--- src/rtl/key_pkg.sv ---
// Shared definitions for the key loader and the key-gated cores that consume its bus.
package key_pkg;

    localparam int KEY_W_DEFAULT = 14;
    localparam int KEY_MAX_W     = 64;

    typedef enum logic [1:0] {
        IDLE   = 2'd0,
        SHIFT  = 2'd1,
        LOADED = 2'd2,
        ERROR  = 2'd3
    } key_ld_state_t;

    // Callers zero-extend narrower keys; zero padding leaves the parity untouched.
    function automatic logic even_parity_ok(input logic [KEY_MAX_W-1:0] vec, input logic pbit);
        return ~(^vec ^ pbit);
    endfunction

endpackage

--- src/rtl/key_wdog.sv ---
// Idle-cycle watchdog: a saturating 16-bit count of enabled cycles since the last clear.
module key_wdog #(
    parameter int TIMEOUT_CYC = 255
) (
    input  logic clk_i,
    input  logic rst_i,
    input  logic clr_i,
    input  logic en_i,
    output logic expired_o
);

    localparam logic [15:0] LIMIT_M1 = 16'(TIMEOUT_CYC - 1);

    logic [15:0] cnt_q;
    logic [15:0] cnt_d;

    always_comb begin
        cnt_d = cnt_q;
        if (en_i && (cnt_q != 16'hFFFF)) begin
            cnt_d = cnt_q + 16'd1;
        end
    end

    always_ff @(posedge clk_i) begin
        if (rst_i || clr_i) begin
            cnt_q <= '0;
        end else begin
            cnt_q <= cnt_d;
        end
    end

    // Fires on the idle cycle whose edge brings the count to the limit, so the abort lands on that edge.
    assign expired_o = en_i && (cnt_q >= LIMIT_M1);

endmodule

--- src/rtl/key_serial_loader.sv ---
// Bit-serial key receiver: collects KEY_W bits plus an even-parity bit and commits them to k.
module key_serial_loader
    import key_pkg::*;
#(
    parameter int KEY_W       = KEY_W_DEFAULT,
    parameter int TIMEOUT_CYC = 255
) (
    input  logic             CLK,
    input  logic             RST,
    input  logic             key_start,
    input  logic             key_bit_valid,
    input  logic             key_bit,
    input  logic             key_clear,
    output logic [0:KEY_W-1] k,
    output logic             key_ready,
    output logic             key_err,
    output logic             core_rst,
    output logic             busy
);

    localparam int CNT_W = $clog2(KEY_W + 1);
    localparam int IDX_W = (KEY_W > 1) ? $clog2(KEY_W) : 1;
    localparam logic [CNT_W-1:0] CNT_LAST = CNT_W'(KEY_W);

    key_ld_state_t        state_q;
    logic [0:KEY_W-1]     shreg_q;
    logic [CNT_W-1:0]     cnt_q;
    logic [0:KEY_W-1]     k_q;
    logic                 ready_q;
    logic                 err_q;
    logic                 core_rst_q;
    logic                 busy_q;

    logic                 wd_clr;
    logic                 wd_en;
    logic                 timeout;
    logic                 par_ok;
    logic [KEY_MAX_W-1:0] par_vec;

    always_comb begin
        par_vec = '0;
        par_vec[KEY_W-1:0] = shreg_q;
    end

    assign par_ok = even_parity_ok(par_vec, key_bit);
    assign wd_en  = (state_q == SHIFT) && !key_bit_valid && !key_start && !key_clear;
    assign wd_clr = !wd_en;

    key_wdog #(
        .TIMEOUT_CYC(TIMEOUT_CYC)
    ) u_wdog (
        .clk_i    (CLK),
        .rst_i    (RST),
        .clr_i    (wd_clr),
        .en_i     (wd_en),
        .expired_o(timeout)
    );

    always_ff @(posedge CLK) begin
        if (RST || key_clear) begin
            state_q    <= IDLE;
            shreg_q    <= '0;
            cnt_q      <= '0;
            k_q        <= '0;
            ready_q    <= 1'b0;
            err_q      <= 1'b0;
            core_rst_q <= 1'b1;
            busy_q     <= 1'b0;
        end else begin
            case (state_q)
                IDLE: begin
                    if (key_start) begin
                        state_q <= SHIFT;
                        shreg_q <= '0;
                        cnt_q   <= '0;
                        err_q   <= 1'b0;
                        busy_q  <= 1'b1;
                    end
                end
                SHIFT: begin
                    if (key_start) begin
                        shreg_q <= '0;
                        cnt_q   <= '0;
                    end else if (timeout) begin
                        state_q <= ERROR;
                        err_q   <= 1'b1;
                        busy_q  <= 1'b0;
                    end else if (key_bit_valid) begin
                        if (cnt_q != CNT_LAST) begin
                            shreg_q[cnt_q[IDX_W-1:0]] <= key_bit;
                            cnt_q                     <= cnt_q + CNT_W'(1);
                        end else if (par_ok) begin
                            state_q <= LOADED;
                            k_q     <= shreg_q;
                            ready_q <= 1'b1;
                            busy_q  <= 1'b0;
                        end else begin
                            state_q <= ERROR;
                            err_q   <= 1'b1;
                            busy_q  <= 1'b0;
                        end
                    end
                end
                LOADED: begin
                    if (key_start) begin
                        state_q    <= SHIFT;
                        shreg_q    <= '0;
                        cnt_q      <= '0;
                        ready_q    <= 1'b0;
                        core_rst_q <= 1'b1;
                        err_q      <= 1'b0;
                        busy_q     <= 1'b1;
                    end else begin
                        // Release the core one cycle after the key became visible.
                        core_rst_q <= 1'b0;
                    end
                end
                ERROR: begin
                    if (key_start) begin
                        state_q <= SHIFT;
                        shreg_q <= '0;
                        cnt_q   <= '0;
                        err_q   <= 1'b0;
                        busy_q  <= 1'b1;
                    end
                end
                default: state_q <= IDLE;
            endcase
        end
    end

    assign k         = k_q;
    assign key_ready = ready_q;
    assign key_err   = err_q;
    assign core_rst  = core_rst_q;
    assign busy      = busy_q;

endmodule

--- config.mk ---
export PLATFORM = sky130hd
export DESIGN_NAME = key_serial_loader
export DESIGN_NICKNAME = d
export VERILOG_FILES = /design/src/rtl/key_pkg.sv /design/src/rtl/key_wdog.sv /design/src/rtl/key_serial_loader.sv
export SDC_FILE = /design/constraint.sdc
export NUM_CORES = 1
export LEC_CHECK = 0
export BUFFER_PORTS_ARGS = -buffer_cell sky130_fd_sc_hd__buf_2
export CAP_MARGIN = 20
export CORE_MARGIN = 2
export CORE_UTILIZATION = 50
export CTS_CLUSTER_SIZE = 14
export DETAILED_ROUTE_END_ITERATION = 8
export PLACE_DENSITY_LB_ADDON = 0.08
export SLEW_MARGIN = 20
export SYNTH_ARGS = -nofsm -noshare
export SYNTH_HDL_FRONTEND = slang
export SYNTH_SLANG_ARGS = --single-unit
--- constraint.sdc ---
create_clock -name CLK -period 5.7 [get_ports CLK]
set_input_delay 0.57 -clock CLK [delete_from_list [all_inputs] [get_ports CLK]]
set_output_delay 0.57 -clock CLK [all_outputs]
set_load 0.05 [all_outputs]
==> results of run 1 <==
==> logic make-up after synthesis <==
kind of cell,count (synthesis)
AND/OR/NAND/NOR,122
flip-flops,54
AO/OA/AOI/OAI,31
XOR/XNOR,26
multiplexers,24
buffers and inverters,19
adder cells (fa/ha/maj),6
==> per-stage QoR <==
step                cells  hold WS, ps  utilization [%]  worst slack, ps  area, um2
floorplan             282          451                -             3780       2570
CTS                   370          454             56.0             3440       2820
global route          370          469             56.1             3140       2830
detailed placement    362          439             53.8             3210       2710
finish                370          452             56.1             3410       2830
global placement      362          439             53.8             3240       2710
==> metal layers <==
| metal | up-vias | track usage (%) |
|---|---|---|
| li1 | 1015 | - |
| met1 | 909 | 24.3 |
| met2 | 32 | 30.6 |
| met3 | 5 | 3.57 |
| met4 | 0 | 5.85 |
| met5 | - | 0 |
==> final cells by class <==
type / instances / area, um2 / area share, %
Inverter: 6 / 22.5 / 0.797
Clock inverter: 2 / 37.5 / 1.33
Sequential cell: 54 / 1080 / 38.2
Tap cell: 70 / 87.6 / 3.10
Multi-Input combinational cell: 209 / 1410 / 49.9
Timing Repair Buffer: 23 / 115 / 4.07
Clock buffer: 6 / 72.6 / 2.57
==> layout by cell type (no fill, tap or decap), types with 4 or more instances in the layout <==
master | Yosys | final
mux2i_1 | 23 | 23
xnor2_1 | 22 | 22
a21oi_1 | 5 | 5
inv_1 | 6 | 6
buf_2 | 0 | 23
nand4_1 | 9 | 9
a211oi_1 | 10 | 10
ha_1 | 6 | 6
nand3_1 | 15 | 15
nor2_1 | 38 | 37
clkbuf_8 | 0 | 5
dfxtp_1 | 54 | 54
and2_1 | 4 | 4
o211a_1 | 4 | 4
and3_1 | 5 | 5
nand2_1 | 30 | 30
==> synth_stat cells (3+ instances only) <==
library cell  count
mux2i_1          23
nor3_1            3
o21ai_0           3
o211a_1           4
nand3b_1          3
a211oi_1         10
clkbuf_1         11
nor2_1           38
and3_1            5
o21ai_1           3
xnor3_1           3
xnor2_1          22
and4_1            3
dfxtp_1          54
nand4_1           9
ha_1              6
nand2_1          30
and2_1            4
a21oi_1           5
inv_1             6
nand3_1          15
==> state kept, by name (all words and copies together) (netlist names) <==
name	flops
u_wdog.cnt_q	16
k	14
shreg_q	14
cnt_q	4
state_q	2
busy	1
core_rst	1
key_err	1
key_ready	1
==> worst max-delay path by stage <==
| stage | from | endpoint | slack [ps] |
|---|---|---|---|
| floorplan | key_start | k[0] | 3780 |
| global placement | key_start | u_wdog.cnt_q[7] | 3240 |
| detailed placement | key_start | u_wdog.cnt_q[1] | 3210 |
| CTS | cnt_q[0] | shreg_q[7] | 3440 |
| global route | cnt_q[0] | shreg_q[3] | 3140 |
| finish | cnt_q[0] | shreg_q[7] | 3410 |
==> worst min-delay path: stages, from the launching register on <==
cell and delay (ps):
dfxtp_1 320, nand2_1 50, o21ai_1 50
==> power groups by stage <==
| stage | registers (mW) | logic, mW | clock network (mW) |
|---|---|---|---|
| 2_1_floorplan | 0.389 | 0.0134 | 0 |
| 3_3_place_gp | 0.388 | 0.0207 | 0 |
| 3_5_place_dp | 0.388 | 0.0208 | 0 |
| 4_1_cts | 0.379 | 0.0209 | 0.262 |
| 5_1_grt | 0.379 | 0.0235 | 0.277 |
| 6_report | 0.379 | 0.0211 | 0.253 |
==> summary.txt, run 1 <==
Synth
  • Cells after Synth: approximately 280
  • Largest family of logic cells by synthesized area: simple AND/OR/NAND/NOR gates
  • Synth top area share: a little over two fifths
  • Register area share after synthesis: between 40% and 50%
  • Async S/R FF share, synth: 0%
  • Top_reg_cell synth: dfxtp_1
  • Compound-gate portion of the synthesized area: under 10%
  • Yosys reg bits: 54
  • Unique masters post-synth: 37
  • Top post-synthesis cells by area: dfxtp_1 42%, mux2i_1 9.0%, xnor2_1 7.5%
  • Post-synth EDFFs: 0
  • Syn. warnings: 0
  • Syn Area/Cell: 9.11 um2
  • Mapped cell area: ~2600 um2
  • Post-synthesis mux area share: 9.40%
  • Cell accounting for the most synthesized area: dfxtp_1
  • Adder-cell share of the synthesized area: 2.92%
  • Synth Area in Simple Gates: a little under a quarter
  • XOR/XNOR share of the synthesized area: a little over a tenth
  • Syn_nets: roughly 290

Worst setup path
  • Reg-to-reg slack, setup: ~3400 ps
  • Reg2Reg Depth: 7
  • Delay-heaviest family, CP: compound AO/OA/AOI/OAI gates
  • Worst reg2reg endpoint: shreg_q[7]
  • Worst Path Buf+Inv: 1
  • Crit path launch type: register
  • Max stage delay on crit path: about 610 ps
  • Critical path depth: 7
  • CP max FO: 12
  • Critical path, cell by cell: inv_1 > ha_1 > and3_1 > o21bai_1 > and2_1 > a21oi_1 > a211oi_1
  • Worst EP arrival: 2500 ps
  • Critical path's slowest cell: o21bai_1
  • CP endpoint kind: register
  • Setup CP Type: reg -> reg
  • R2r startpoint: cnt_q[0]
  • Required @ worst endpoint: between 5000 and 6000 ps

Placement
  • PortBufs: 23
  • GP Congestion: 0.766
  • Hpwl dp: roughly 3500 um

Routing
  • WL per Instance: between 10 and 15 um
  • Total wire length: approximately 4800 um
  • Vias: ~2000
  • 1st-iter DRT viols: just under 90
  • Pre-antenna DRT Iters: 4
  • Top sig layer: met4
  • Routed length on met2: ~2200 um
  • Post-Route M1 WL: around 2400 um
  • Vias per cell: around 5.3
  • Final ANT Viol Nets: 0
  • Met3 Routed Length: between 100 and 150 um
  • Drt drc: 0

Timing
  • Clock Skews: ~12 ps
  • Tightest Pin Transition: about 720 ps
  • Final Hold Viols: 0
  • Maximum clock rate: roughly 0.44 GHz
  • Max-slew violations: 0
  • Slew margin rel.: 51.6%
  • Min Clock Period, post-route: ~2300 ps
  • Setup TNS: 0 ps
  • RSZ-0062 raised after global routing: no
  • Fin crit share: between 40% and 50%
  • Setup violations, final: 0

Pwr
  • Leakage: between 1 and 1.5 nW
  • Logic pwr share: ~3.2%
  • Pwr Density: ~230 nW/um2
  • Int Power: approximately 500 uW
  • Net Switching: 138 uW
  • Tot Pwr: approximately 650 uW
  • Register share of total power: 58.0%
  • Clock power share: 38.8%
  • Switching fraction of total power: between 20% and 30%
  • Peak VDD IR: between 0.1 and 0.15 mV

CTS
  • H-tree levels: 2
  • Root Buffer: clkbuf_8
  • Worst-Skew Late Latency: between 300 and 400 ps
  • TritonCTS clock tree: yes
  • CTS buffer count: 5
  • CTS sink count: 54
  • Resized cells post-CTS: 0
  • Maximum clock path buffer count: 2
  • Hold Buf Count CTS: 0
  • Setup bufs post-CTS: 0
  • CTS clk-pin slew, worst paths: about 100 ps

Die
  • Initial core utilization: 51.0%
  • DIE AREA: approximately 5700 um2
  • IO Count: 24
  • Number of core rows: 26
  • Die Span Y: between 70 and 80 um
  • Core area: around 5000 um2
  • Chip Width: 75.7 um

Global routing
  • Pin count of the biggest net entering global routing: 33
  • Grt ovf: 0
  • First-pass GRT wire length: around 8100 um
  • Vias in the first global route: approximately 1700
  • GRT Util Overall: 18.5%
  • Initial antenna violation count: 0

Cells and area
  • Area Overhead vs Synth: 9.98%
  • Antenna Diode Count: 0
  • Nets: 311
  • FILL cells: between 400 and 500
  • Layout cells sized above 1: between 10 and 15%

Worst hold path
  • Hold crit path type: reg -> reg
  • Worst hold start: k[1]
  • Hold Crit Endpoint: k[1]
  • Hold path depth: 2

Run
  • Max-Cap Viols: 0

Outcome
  • Status: completed
Note: power is estimated with default switching activity, not from simulation.
==> inputs of run 2 (changes only) <==
--- a/config.mk
+++ b/config.mk
@@ -5,6 +5,7 @@
 export SDC_FILE = /design/constraint.sdc
 export NUM_CORES = 1
 export LEC_CHECK = 0
+export ABC_AREA = 1
 export BUFFER_PORTS_ARGS = -buffer_cell sky130_fd_sc_hd__buf_2
 export CAP_MARGIN = 20
 export CORE_MARGIN = 2
==> constraint.sdc (replaced) <==
create_clock -name CLK -period 2.16 [get_ports CLK]
set_input_delay 0.216 -clock CLK [delete_from_list [all_inputs] [get_ports CLK]]
set_output_delay 0.216 -clock CLK [all_outputs]
set_load 0.05 [all_outputs]
==> summary.txt, run 2 <==
Synth
  • Post-synth top cells: 123 x nand2_1, 64 x inv_1, 59 x nor2_1 (was 54 x dfxtp_1, 38 x nor2_1, 30 x nand2_1)
  • Yosys reg bits: 54 (unchanged)
  • Syn_nets: 494 (was 294)
  • Synth top area share: 35.0% (was 42.1%)
  • Post-synthesis mux area share: 0% (was 9.40%)
  • Async S/R FF share, synth: 0% (unchanged)
  • Adder-cell share of the synthesized area: 2.43% (was 2.92%)
  • Unique masters post-synth: 31 (was 37)
  • Register area share after synthesis: 35.0% (was 42.1%)
  • Synth Area in Simple Gates: 39.5% (was 23.3%)
  • Cell accounting for the most synthesized area: dfxtp_1 (unchanged)
  • Post-synth EDFFs: 0 (unchanged)
  • Top post-synthesis cells by area: dfxtp_1 35%, nand2_1 15%, inv_1 7.8% (was dfxtp_1 42%, mux2i_1 9.0%, xnor2_1 7.5%)
  • Top-count cell post-synth: nand2_1 (was dfxtp_1)
  • Syn Area/Cell: 6.41 um2 (was 9.11 um2)
  • Top_reg_cell synth: dfxtp_1 (unchanged)
  • Cells after Synth: 482 (was 282)
  • Syn. warnings: 0 (unchanged)
  • Mapped cell area: 3090 um2 (was 2570 um2)
  • XOR/XNOR share of the synthesized area: 1.13% (was 10.5%)
  • Largest family of logic cells by synthesized area: simple AND/OR/NAND/NOR gates (unchanged)
  • Compound-gate portion of the synthesized area: 9.55% (was 8.52%)

Cells and area
  • Nets: 519 (was 311)
  • Commonest non-fill, non-tap cell in the layout: nand2_1 (was dfxtp_1)
  • Design Area, Final: 3370 um2 (was 2830 um2)
  • Biggest register: u_wdog.cnt_q (unchanged)
  • Layout cells sized above 1: 17.8% (was 11.0%)
  • Flip-flop count of the largest register after layout: 16 (unchanged)
  • Area Overhead vs Synth: 9.07% (was 9.98%)
  • Antenna Diode Count: 0 (unchanged)
  • Commonest cells after routing, fill and taps aside: 123 x nand2_1, 64 x inv_1, 59 x nor2_1 (was 54 x dfxtp_1, 37 x nor2_1, 30 x nand2_1)
  • FILL cells: 613 (was 494)
  • Final core occ: 56.6% (was 56.1%)

Placement
  • PortBufs: 23 (unchanged)
  • Placement Cell Area: 3290 um2 (was 2710 um2)
  • GP Congestion: 0.851 (was 0.766)
  • Hpwl dp: 4730 um (was 3510 um)

Pwr
  • Logic pwr share: 6.6% (was 3.2%)
  • Net Switching: 402 uW (was 138 uW)
  • Tot Pwr: 1.65 mW (was 653 uW)
  • Switching fraction of total power: 24.3% (was 21.1%)
  • Peak VDD IR: 0.398 mV (was 0.102 mV)
  • Int Power: 1.25 mW (was 515 uW)
  • Register share of total power: 60.5% (was 58.0%)
  • Pwr Density: 491 nW/um2 (was 231 nW/um2)
  • Leakage: 1.42 nW (was 1.10 nW)
  • Clock power share: 32.9% (was 38.8%)

Routing
  • Vias per cell: 4.89 (was 5.30)
  • Vias: 2846 (was 1961)
  • WL per Instance: 11.0 um (was 13.0 um)
  • Pre-antenna DRT Iters: 4 (unchanged)
  • Total wire length: 6400 um (was 4810 um)
  • Drt drc: 0 (unchanged)
  • 1st-iter DRT viols: 144 (was 88)
  • Final ANT Viol Nets: 0 (unchanged)

CTS
  • Root Buffer: clkbuf_8 (unchanged)
  • TritonCTS clock tree: yes (unchanged)
  • H-tree levels: 2 (unchanged)
  • CTS sink count: 54 (unchanged)
  • Setup bufs post-CTS: 0 (unchanged)
  • Resized cells post-CTS: 0 (unchanged)
  • Maximum clock path buffer count: 2 (unchanged)
  • Worst-Skew Late Latency: 310 ps (about the same)
  • CTS buffer count: 5 (unchanged)
  • CTS clk-pin slew, worst paths: 100 ps (about the same)
  • Hold Buf Count CTS: 0 (unchanged)

Worst setup path
  • Worst EP arrival: 2090 ps (was 2500 ps)
  • Crit path launch type: register (unchanged)
  • Setup CP Type: reg -> reg (unchanged)
  • Required @ worst endpoint: 2400 ps (was 5920 ps)
  • CP max FO: 32 (was 12)
  • CP endpoint kind: register (unchanged)

Timing
  • Max-slew violations: 0 (unchanged)
  • RSZ-0062 raised after global routing: no (unchanged)
  • Clock Skews: 11.6 ps (was 12.3 ps)
  • Maximum clock rate: 0.541 GHz (was 0.438 GHz)
  • Final Hold Viols: 0 (unchanged)
  • Setup violations, final: 0 (unchanged)
  • Min Clock Period, post-route: 1850 ps (was 2290 ps)
  • Tightest Pin Transition: 342 ps (was 724 ps)
  • Setup TNS: 0 ps (unchanged)
  • Fin crit share: 85.5% (was 40.1%)
  • Slew margin rel.: 77.0% (was 51.6%)

Outcome
  • Status: completed (unchanged)

Die
  • DIE AREA: 6830 um2 (was 5730 um2)
  • Initial core utilization: 51.9% (was 51.0%)
  • Chip Width: 82.6 um (was 75.7 um)
  • Core area: 5960 um2 (was 5040 um2)
  • IO Count: 24 (unchanged)
  • Number of core rows: 28 (was 26)
  • Die Span Y: 82.6 um (was 75.7 um)

Global routing
  • Pin count of the biggest net entering global routing: 33 (unchanged)
  • GRT Util Overall: 20.7% (was 18.5%)
  • First-pass GRT wire length: 10900 um (was 8050 um)
  • Vias in the first global route: 2507 (was 1742)
  • Initial antenna violation count: 0 (unchanged)
  • Grt ovf: 0 (unchanged)

Run
  • Max-Cap Viols: 0 (unchanged)

Worst hold path
  • Hold crit path type: in -> reg (was reg -> reg)
run 2: layer usage:
layer | vias up | track usage (%) | routed length, um
met4 | 0 | 6.07 | 79
met2 | 39 | 34.6 | 2890
li1 | 1544 | - | -
met3 | 7 | 3.26 | 232
met1 | 1256 | 27.6 | 3200
met5 | - | 0 | 0
run 2: cells by family (layout without fill, tap and decap cells):
group	count (synthesis)	after routing
simple gates	266	266
fa+ha+maj	6	6
flops	54	54
compound gates	57	57
buf+inv	95	120
xor+xnor	4	4
run 2: layout make-up:
| cell class | count | area (um2) | area share [%] |
|---|---|---|---|
| timing repair buffer | 30 | 180 | 5.34 |
| clock buffer | 5 | 68.8 | 2.04 |
| tap | 75 | 93.8 | 2.78 |
| sequential | 54 | 1080 | 32.1 |
| multi-input combinational | 333 | 1630 | 48.2 |
| inverter | 83 | 312 | 9.24 |
| clock inverter | 2 | 10.0 | 0.297 |
run 2: path summary, 6_finish.rpt:
kind	startpoint	endpoint	slack, ps	depth (start not counted)
max	cnt_q[0]	cnt_q[2]	310	10
min	RST	u_wdog.cnt_q[10]	240	4
max reg2reg	cnt_q[0]	cnt_q[2]	310	10
min reg2reg	key_ready	key_ready	450	2
run 2: power by group through the flow:
stage	clock, mW	combinational (mW)	sequential [mW]
detailed placement	0	0.109	1.02
CTS	0.559	0.109	1.00
global route	0.589	0.123	1.00
floorplan	0	0.0723	1.03
global placement	0	0.108	1.02
finish	0.544	0.109	1.00
run 2: metrics by stage:
step / hold WS, ps / setup slack [ps] / cells
after global routing: 252 / 173 / 582
after floorplan: 412 / 565 / 482
after detailed placement: 439 / 361 / 575
after global placement: 438 / 369 / 575
final: 238 / 312 / 582
after CTS: 234 / 333 / 582
run 2: critical path, stage by stage (launching register included):
cell,delay (ps)
dfxtp_1,400
inv_1,110
ha_1,210
inv_1,130
nor2_1,100
a21oi_1,180
nand3_2,140
nand2_2,100
buf_12,170
nand3_1,80
a21boi_0,160
